[src/rtl/bcd_pkg.sv]
// Shared packed-BCD helpers: digit constants, validity test and step-mask generation.
package bcd_pkg;

    localparam int         BCD_DIGIT_W    = 4;
    localparam logic [3:0] BCD_MAX_DIGIT  = 4'd9;
    localparam int         BCD_MAX_DIGITS = 8;

    // Only the lowest `digits` nibbles of vec are inspected.
    function automatic logic bcd_valid(input logic [31:0] vec, input int digits);
        logic ok;
        ok = 1'b1;
        for (int i = 0; i < BCD_MAX_DIGITS; i++) begin
            if (i < digits && vec[i*BCD_DIGIT_W +: BCD_DIGIT_W] > BCD_MAX_DIGIT) begin
                ok = 1'b0;
            end
        end
        return ok;
    endfunction

    // One-hot digit mask for a step of 10^step_dig; out-of-range selects the units digit.
    function automatic logic [7:0] pow10_onehot(input int step_dig, input int digits);
        logic [7:0] mask;
        if (step_dig >= 0 && step_dig < digits) begin
            mask = 8'd1 << step_dig;
        end else begin
            mask = 8'd1;
        end
        return mask;
    endfunction

endpackage

[src/rtl/bcd_range_counter_if.sv]
// Control/status bundle of the BCD range counter; master drives requests, slave is the counter.
interface bcd_range_counter_if #(
    parameter int DIGITS = 2
);
    localparam int W  = 4 * DIGITS;
    localparam int SW = (DIGITS > 1) ? $clog2(DIGITS) : 1;

    logic          inc_pulse;
    logic          dec_pulse;
    logic [SW-1:0] step_dig;
    logic          load;
    logic [W-1:0]  load_val;
    logic [W-1:0]  value;
    logic          at_min;
    logic          at_max;
    logic          changed;
    logic          wrapped;
    logic          load_err;

    modport master (
        output inc_pulse, dec_pulse, step_dig, load, load_val,
        input  value, at_min, at_max, changed, wrapped, load_err
    );

    modport slave (
        input  inc_pulse, dec_pulse, step_dig, load, load_val,
        output value, at_min, at_max, changed, wrapped, load_err
    );

endinterface

[src/rtl/bcd_digit_addsub.sv]
// One BCD digit of the shared add/subtract ripple: adds or subtracts the incoming carry/borrow.
module bcd_digit_addsub
    import bcd_pkg::*;
(
    input  logic [BCD_DIGIT_W-1:0] i_digit,
    input  logic                   i_add_one,
    input  logic                   i_sub_one,
    input  logic                   i_cbin,
    output logic [BCD_DIGIT_W-1:0] o_digit,
    output logic                   o_cbout
);

    always_comb begin
        // NOTE: defaults first so every path assigns every output and no latch is inferred.
        o_digit = i_digit;
        o_cbout = 1'b0;
        if (i_cbin && i_add_one) begin
            if (i_digit >= BCD_MAX_DIGIT) begin
                o_digit = '0;
                o_cbout = 1'b1;
            end else begin
                o_digit = i_digit + 4'd1;
            end
        end else if (i_cbin && i_sub_one) begin
            if (i_digit == '0) begin
                o_digit = BCD_MAX_DIGIT;
                o_cbout = 1'b1;
            end else begin
                o_digit = i_digit - 4'd1;
            end
        end
    end

endmodule

[src/rtl/bcd_range_counter.sv]
// N-digit packed-BCD up/down counter with MIN..MAX range, wrap/saturate, step digit and load.
module bcd_range_counter
    import bcd_pkg::*;
#(
    parameter int                  DIGITS   = 2,
    parameter logic [4*DIGITS-1:0] MIN_VAL  = 'h00,
    parameter logic [4*DIGITS-1:0] MAX_VAL  = 'h99,
    parameter logic [4*DIGITS-1:0] INIT_VAL = 'h50,
    parameter bit                  WRAP     = 1'b1
) (
    input logic               clk,
    input logic               rst,
    bcd_range_counter_if.slave bus
);

    localparam int W = 4 * DIGITS;

    generate
        if (DIGITS < 1 || DIGITS > BCD_MAX_DIGITS ||
            !bcd_valid(32'(MIN_VAL), DIGITS) || !bcd_valid(32'(MAX_VAL), DIGITS) ||
            !bcd_valid(32'(INIT_VAL), DIGITS) ||
            MIN_VAL > INIT_VAL || INIT_VAL > MAX_VAL) begin : g_param_err
            $error("bcd_range_counter: illegal DIGITS/MIN_VAL/INIT_VAL/MAX_VAL combination");
        end
    endgenerate

    logic [W-1:0]      r_value;
    logic              r_at_min;
    logic              r_at_max;
    logic              r_changed;
    logic              r_wrapped;
    logic              r_load_err;

    logic              w_do_inc;
    logic              w_do_dec;
    logic [DIGITS-1:0] w_mask;
    logic [DIGITS-1:0] w_cin;
    logic [DIGITS-1:0] w_cout;
    logic [W-1:0]      w_res;
    logic [W-1:0]      w_next;
    logic              w_wrap;
    logic              w_lerr;

    // Simultaneous inc and dec cancel, so the chain only ever runs in one direction.
    assign w_do_inc = bus.inc_pulse & ~bus.dec_pulse;
    assign w_do_dec = bus.dec_pulse & ~bus.inc_pulse;
    assign w_mask   = DIGITS'(pow10_onehot(int'(bus.step_dig), DIGITS));

    for (genvar i = 0; i < DIGITS; i++) begin : g_digit
        if (i == 0) begin : g_lsd
            assign w_cin[i] = w_mask[i];
        end else begin : g_upper
            assign w_cin[i] = w_mask[i] | w_cout[i-1];
        end

        bcd_digit_addsub u_digit (
            .i_digit   (r_value[i*BCD_DIGIT_W +: BCD_DIGIT_W]),
            .i_add_one (w_do_inc),
            .i_sub_one (w_do_dec),
            .i_cbin    (w_cin[i]),
            .o_digit   (w_res[i*BCD_DIGIT_W +: BCD_DIGIT_W]),
            .o_cbout   (w_cout[i])
        );
    end

    always_comb begin
        w_next = r_value;
        w_wrap = 1'b0;
        w_lerr = 1'b0;
        if (bus.load) begin
            if (!bcd_valid(32'(bus.load_val), DIGITS)) begin
                w_lerr = 1'b1;
            end else if (bus.load_val < MIN_VAL) begin
                w_next = MIN_VAL;
            end else if (bus.load_val > MAX_VAL) begin
                w_next = MAX_VAL;
            end else begin
                w_next = bus.load_val;
            end
        end else if (w_do_inc) begin
            if (w_cout[DIGITS-1] || w_res > MAX_VAL) begin
                w_wrap = 1'b1;
                w_next = WRAP ? MIN_VAL : MAX_VAL;
            end else begin
                w_next = w_res;
            end
        end else if (w_do_dec) begin
            if (w_cout[DIGITS-1] || w_res < MIN_VAL) begin
                w_wrap = 1'b1;
                w_next = WRAP ? MAX_VAL : MIN_VAL;
            end else begin
                w_next = w_res;
            end
        end
    end

    // NOTE: state registers use non-blocking assignments so every flop samples pre-edge values.
    always_ff @(posedge clk) begin
        if (rst) begin
            r_value    <= INIT_VAL;
            r_at_min   <= (INIT_VAL == MIN_VAL);
            r_at_max   <= (INIT_VAL == MAX_VAL);
            r_changed  <= 1'b0;
            r_wrapped  <= 1'b0;
            r_load_err <= 1'b0;
        end else begin
            r_value    <= w_next;
            r_at_min   <= (w_next == MIN_VAL);
            r_at_max   <= (w_next == MAX_VAL);
            r_changed  <= (w_next != r_value);
            r_wrapped  <= w_wrap;
            r_load_err <= w_lerr;
        end
    end

    assign bus.value    = r_value;
    assign bus.at_min   = r_at_min;
    assign bus.at_max   = r_at_max;
    assign bus.changed  = r_changed;
    assign bus.wrapped  = r_wrapped;
    assign bus.load_err = r_load_err;

endmodule

[src/flat_wrapper.sv]
// flat-port wrapper written by rule: the top's interface ports become plain ports
module bcd_range_counter_flat import bcd_pkg::*;
#(
    parameter int                  DIGITS   = 2,
    parameter logic [4*DIGITS-1:0] MIN_VAL  = 'h00,
    parameter logic [4*DIGITS-1:0] MAX_VAL  = 'h99,
    parameter logic [4*DIGITS-1:0] INIT_VAL = 'h50,
    parameter bit                  WRAP     = 1'b1
)
  (clk, rst, bus_inc_pulse, bus_dec_pulse, bus_step_dig, bus_load, bus_load_val, bus_value, bus_at_min, bus_at_max, bus_changed, bus_wrapped, bus_load_err);
  bcd_range_counter_if #(.DIGITS(DIGITS)) bus_i ();
  input logic clk;
  input logic rst;
  input wire logic [$bits(bus_i.inc_pulse)-1:0] bus_inc_pulse;
  input wire logic [$bits(bus_i.dec_pulse)-1:0] bus_dec_pulse;
  input wire logic [$bits(bus_i.step_dig)-1:0] bus_step_dig;
  input wire logic [$bits(bus_i.load)-1:0] bus_load;
  input wire logic [$bits(bus_i.load_val)-1:0] bus_load_val;
  output wire logic [$bits(bus_i.value)-1:0] bus_value;
  output wire logic [$bits(bus_i.at_min)-1:0] bus_at_min;
  output wire logic [$bits(bus_i.at_max)-1:0] bus_at_max;
  output wire logic [$bits(bus_i.changed)-1:0] bus_changed;
  output wire logic [$bits(bus_i.wrapped)-1:0] bus_wrapped;
  output wire logic [$bits(bus_i.load_err)-1:0] bus_load_err;
  assign bus_i.inc_pulse = bus_inc_pulse;
  assign bus_i.dec_pulse = bus_dec_pulse;
  assign bus_i.step_dig = bus_step_dig;
  assign bus_i.load = bus_load;
  assign bus_i.load_val = bus_load_val;
  assign bus_value = bus_i.value;
  assign bus_at_min = bus_i.at_min;
  assign bus_at_max = bus_i.at_max;
  assign bus_changed = bus_i.changed;
  assign bus_wrapped = bus_i.wrapped;
  assign bus_load_err = bus_i.load_err;
  bcd_range_counter #(.DIGITS(DIGITS), .MIN_VAL(MIN_VAL), .MAX_VAL(MAX_VAL), .INIT_VAL(INIT_VAL), .WRAP(WRAP)) u_core (.clk(clk), .rst(rst), .bus(bus_i));
endmodule
[config.mk]
export PLATFORM = sky130hd
export DESIGN_NAME = bcd_range_counter_flat
export DESIGN_NICKNAME = d
export VERILOG_FILES = /design/src/rtl/bcd_pkg.sv /design/src/rtl/bcd_range_counter_if.sv /design/src/rtl/bcd_digit_addsub.sv /design/src/rtl/bcd_range_counter.sv /design/src/flat_wrapper.sv
export SDC_FILE = /design/constraint.sdc
export NUM_CORES = 1
export LEC_CHECK = 0
export ABC_AREA = 1
export CAP_MARGIN = 20
export CORE_MARGIN = 8
export CORE_UTILIZATION = 50
export DETAILED_ROUTE_END_ITERATION = 10
export HOLD_SLACK_MARGIN = 0.12
export PLACE_DENSITY = 0.77
export REMOVE_ABC_BUFFERS = 1
export SLEW_MARGIN = 30
export SYNTH_ARGS = -nofsm -noshare
export SYNTH_HDL_FRONTEND = slang
export SYNTH_SLANG_ARGS = --single-unit
[constraint.sdc]
create_clock -name clk -period 3.45 [get_ports clk]
set_clock_uncertainty 0.2 [all_clocks]
set_input_delay 0.69 -clock clk [delete_from_list [all_inputs] [get_ports clk]]
set_output_delay 0.69 -clock clk [all_outputs]
set_load 0.03 [all_outputs]
==> flow_summary_export.csv <==
group,metric,value,unit
outcome,status,"complete, no violations",
routing,dr.pass1.iters,5,
clock_tree,ctsRootBufferMaster,"clkbuf_4",
sta,slew_viol_final,0,
synthesis,synth_cell_types,32,
floorplanning,fp-row-count,19,
clock_tree,cts.sinks,13,
sta,setup_viol,0,
sta,rsz0062_at_grt,"no",
clock_tree,clockBufferDepth,2,
placed_design,portBuffers,26,
setup_path,cp.required,3.41,ns
hold_path,hold_path_class,"flop to flop",
layout,fill_cells,299,
setup_path,criticalPathCategory,"primary input to flop",
floorplanning,coreArea,2780,µm²
synthesis,ys_async_sr_fraction,0,
power_and_ir_drop,switching_power,250,µW
floorplanning,die_w,70.3,µm
synthesis,synth_cells,254,
global_routing,track_usage,0.168,
clock_tree,post_cts_buffers,0,
global_routing,antenna_found_initial,0,
synthesis,synthTopCellsByCount,"84 x nand2_1, 26 x nor2_1, 25 x nand3_1",
power_and_ir_drop,switching_share,0.448,
power_and_ir_drop,ir_drop,0.282,mV
routing,via_per_inst,5.43,
synthesis,avgSynthCellArea,5.80,µm²
synthesis,synthesis.area,1470,µm²
layout,multiInputGateArea,1080,µm²
routing,drc,0,
synthesis,synth_edf_count,0,
floorplanning,die_h,70.3,µm
clock_tree,clkTransAtPathRegs,0.09,ns
clock_tree,cts_buffers,3,
routing,dr_wl_met3,202,µm
layout,drive_gt1_frac,0.145,
power_and_ir_drop,finalPower,558,µW
setup_path,startpoint_type,"primary input",
job,drv_cap,0,
global_routing,grt_pass1_wl,7170,µm
floorplanning,die_area,4940,µm²
setup_path,crit_arrival,2.91,ns
sta,tightestPinTransition,0.415,ns
clock_tree,cts_resized,0,
routing,highest_layer,"met4",
synthesis,synth_seq_cells,13,
clock_tree,holdBufCountCts,0,
sta,slew_headroom,0.722,
sta,post-route-min-period,2.95,ns
placed_design,hpwl,3430,µm
routing,ant_nets,0,
synthesis,yosysWarnings,0,
layout,final-seq-area,260,µm²
routing,drt-total-wl,4280,µm
power_and_ir_drop,p_per_area,311,nW/µm²
routing,wl_met2,2110,µm
synthesis,yosys.area.top_type,"nand2_1",
routing,vias,1705,
power_and_ir_drop,comb_power_share,0.500,
layout,antenna_cells,0,
floorplanning,start_util,0.529,
clock_tree,clock_latency,0.27,ns
setup_path,end_kind,"flop",
synthesis,yosysSeqAreaShare,0.177,
sta,hold_viol_final,0,
power_and_ir_drop,p_clk_frac,0.179,
global_routing,grt-ovfl-total,0,
synthesis,yosys.area.top_type_share,0.214,
power_and_ir_drop,leakage,0.000864,µW
global_routing,grt_start_max_net_pins,12,
sta,hold_slack,0.565,ns
power_and_ir_drop,p_int,308,µW
layout,final_net_count,304,
clock_tree,htreeDepth,1,
routing,avgRoutedWirePerCell,13.6,µm
routing,routedLengthMet1,1950,µm
layout,final_core_util,0.645,
synthesis,synth.area.top_cells,"nand2_1 21%, dfxtp_1 18%, nand3_1 8.5%",
clock_tree,cts_tree,"done",
floorplanning,ioPinCount,27,
synthesis,yosys.cell_count.top_type,"nand2_1",
routing,drt_iter0_drc,87,
sta,setup-tns-final,0,ns
synthesis,ys.flop_type,"dfxtp_1",
placed_design,gp_congestion,0.881,
global_routing,grt_pass1_vias,1602,
layout,syn2layout_area_growth,21.8,%
power_and_ir_drop,power_frac_seq,0.321,
sta,min_period_over_period,0.856,
sta,max_freq,0.339,GHz
setup_path,cp_max_fo,5,
[critical path, stage by stage]
cell and delay (ns):
clkdlybuf4s50_1 0.51, inv_2 0.05, nor2_1 0.24, o21ai_0 0.20
nand2_1 0.10, nand2_1 0.05, nand2_1 0.05, nand2_1 0.08
nand3_1 0.09, nand2_2 0.07, nand2_4 0.09, nand3_1 0.07
nand2_1 0.10, nand2_1 0.09, nand2_1 0.07, nand2_1 0.06
inv_1 0.06, nand2_1 0.06, nor2_1 0.10, a21oi_1 0.06
[flip-flops by register name (all words and copies together), names as in the netlist]
| name | flops |
|---|---|
| u_core.bus.at_min | 1 |
| u_core.bus.changed | 1 |
| u_core.bus.at_max | 1 |
| u_core.bus.load_err | 1 |
| u_core.bus.value | 8 |
| u_core.bus.wrapped | 1 |
[power by group through the flow]
| stage | registers (µW) | logic, µW | clock network, µW |
|---|---|---|---|
| floorplan | 197 | 173 | 0 |
| global placement | 182 | 274 | 0 |
| detailed placement | 182 | 276 | 0 |
| CTS | 178 | 278 | 100 |
| global route | 181 | 309 | 108 |
| finish | 179 | 279 | 100 |
[area by class of cell]
class,count,share of cell area
sequential,13,0.145
tap,31,0.0216
multi-input combinational,209,0.600
timing repair buffer,30,0.162
inverter,27,0.0565
clock buffer,4,0.0146
[path summary, 6_finish.rpt]
path                                          start                  to  slack, ns  cells after the start
worst max-delay path                  bus_dec_pulse  u_core.bus.changed       0.50                     20
worst min-delay path            u_core.bus.value[1]  u_core.bus.changed       0.57                      4
worst max register to register  u_core.bus.value[0]  u_core.bus.changed       0.53                     22
worst min register to register  u_core.bus.value[1]  u_core.bus.changed       0.57                      4
[metrics by stage]
step | area, µm² | instances | setup WS (ns)
3_5_place_dp | 1770 | 310 | 0.243
5_1_grt | 1790 | 314 | 0.151
6_report | 1790 | 314 | 0.497
2_1_floorplan | 1440 | 249 | 0.707
4_1_cts | 1790 | 314 | 0.524
3_3_place_gp | 1770 | 310 | 0.264
[logic make-up (layout without fill, tap and decap cells)]
kind of cell,Yosys count,count (layout),share of synthesized area
xor gates and xnor gates,2,2,0.0119
adders and majority gates,6,6,0.0510
AOI/OAI and AO/OA,34,34,0.144
buffers and inverters,32,61,0.0918
DFF,13,13,0.177
and+or+nand+nor,167,167,0.525
[metal layers]
metal	track usage	up-vias
met2	0.300	42
met3	0.0240	2
li1	-	888
met1	0.205	773
met5	0	-
met4	0.0357	0
[cell usage in the layout (no fill, tap or decap), types with 2 or more instances in the layout]
master           count
a21oi_1              7
a21oi_2              2
buf_4                4
clkbuf_4             3
clkdlybuf4s50_1     26
dfxtp_1             13
ha_1                 6
inv_1               18
inv_2                8
nand2_1             84
nand2_2             11
nand2_4              4
nand3_1             25
nand3_2              3
nand4_1              5
nor2_1              26
nor2_2               4
nor3_1               3
o211ai_1             5
o21ai_0             10
o21ai_1              2
o22ai_1              2
xor2_1               2
Power figures use the tool's default switching activity.
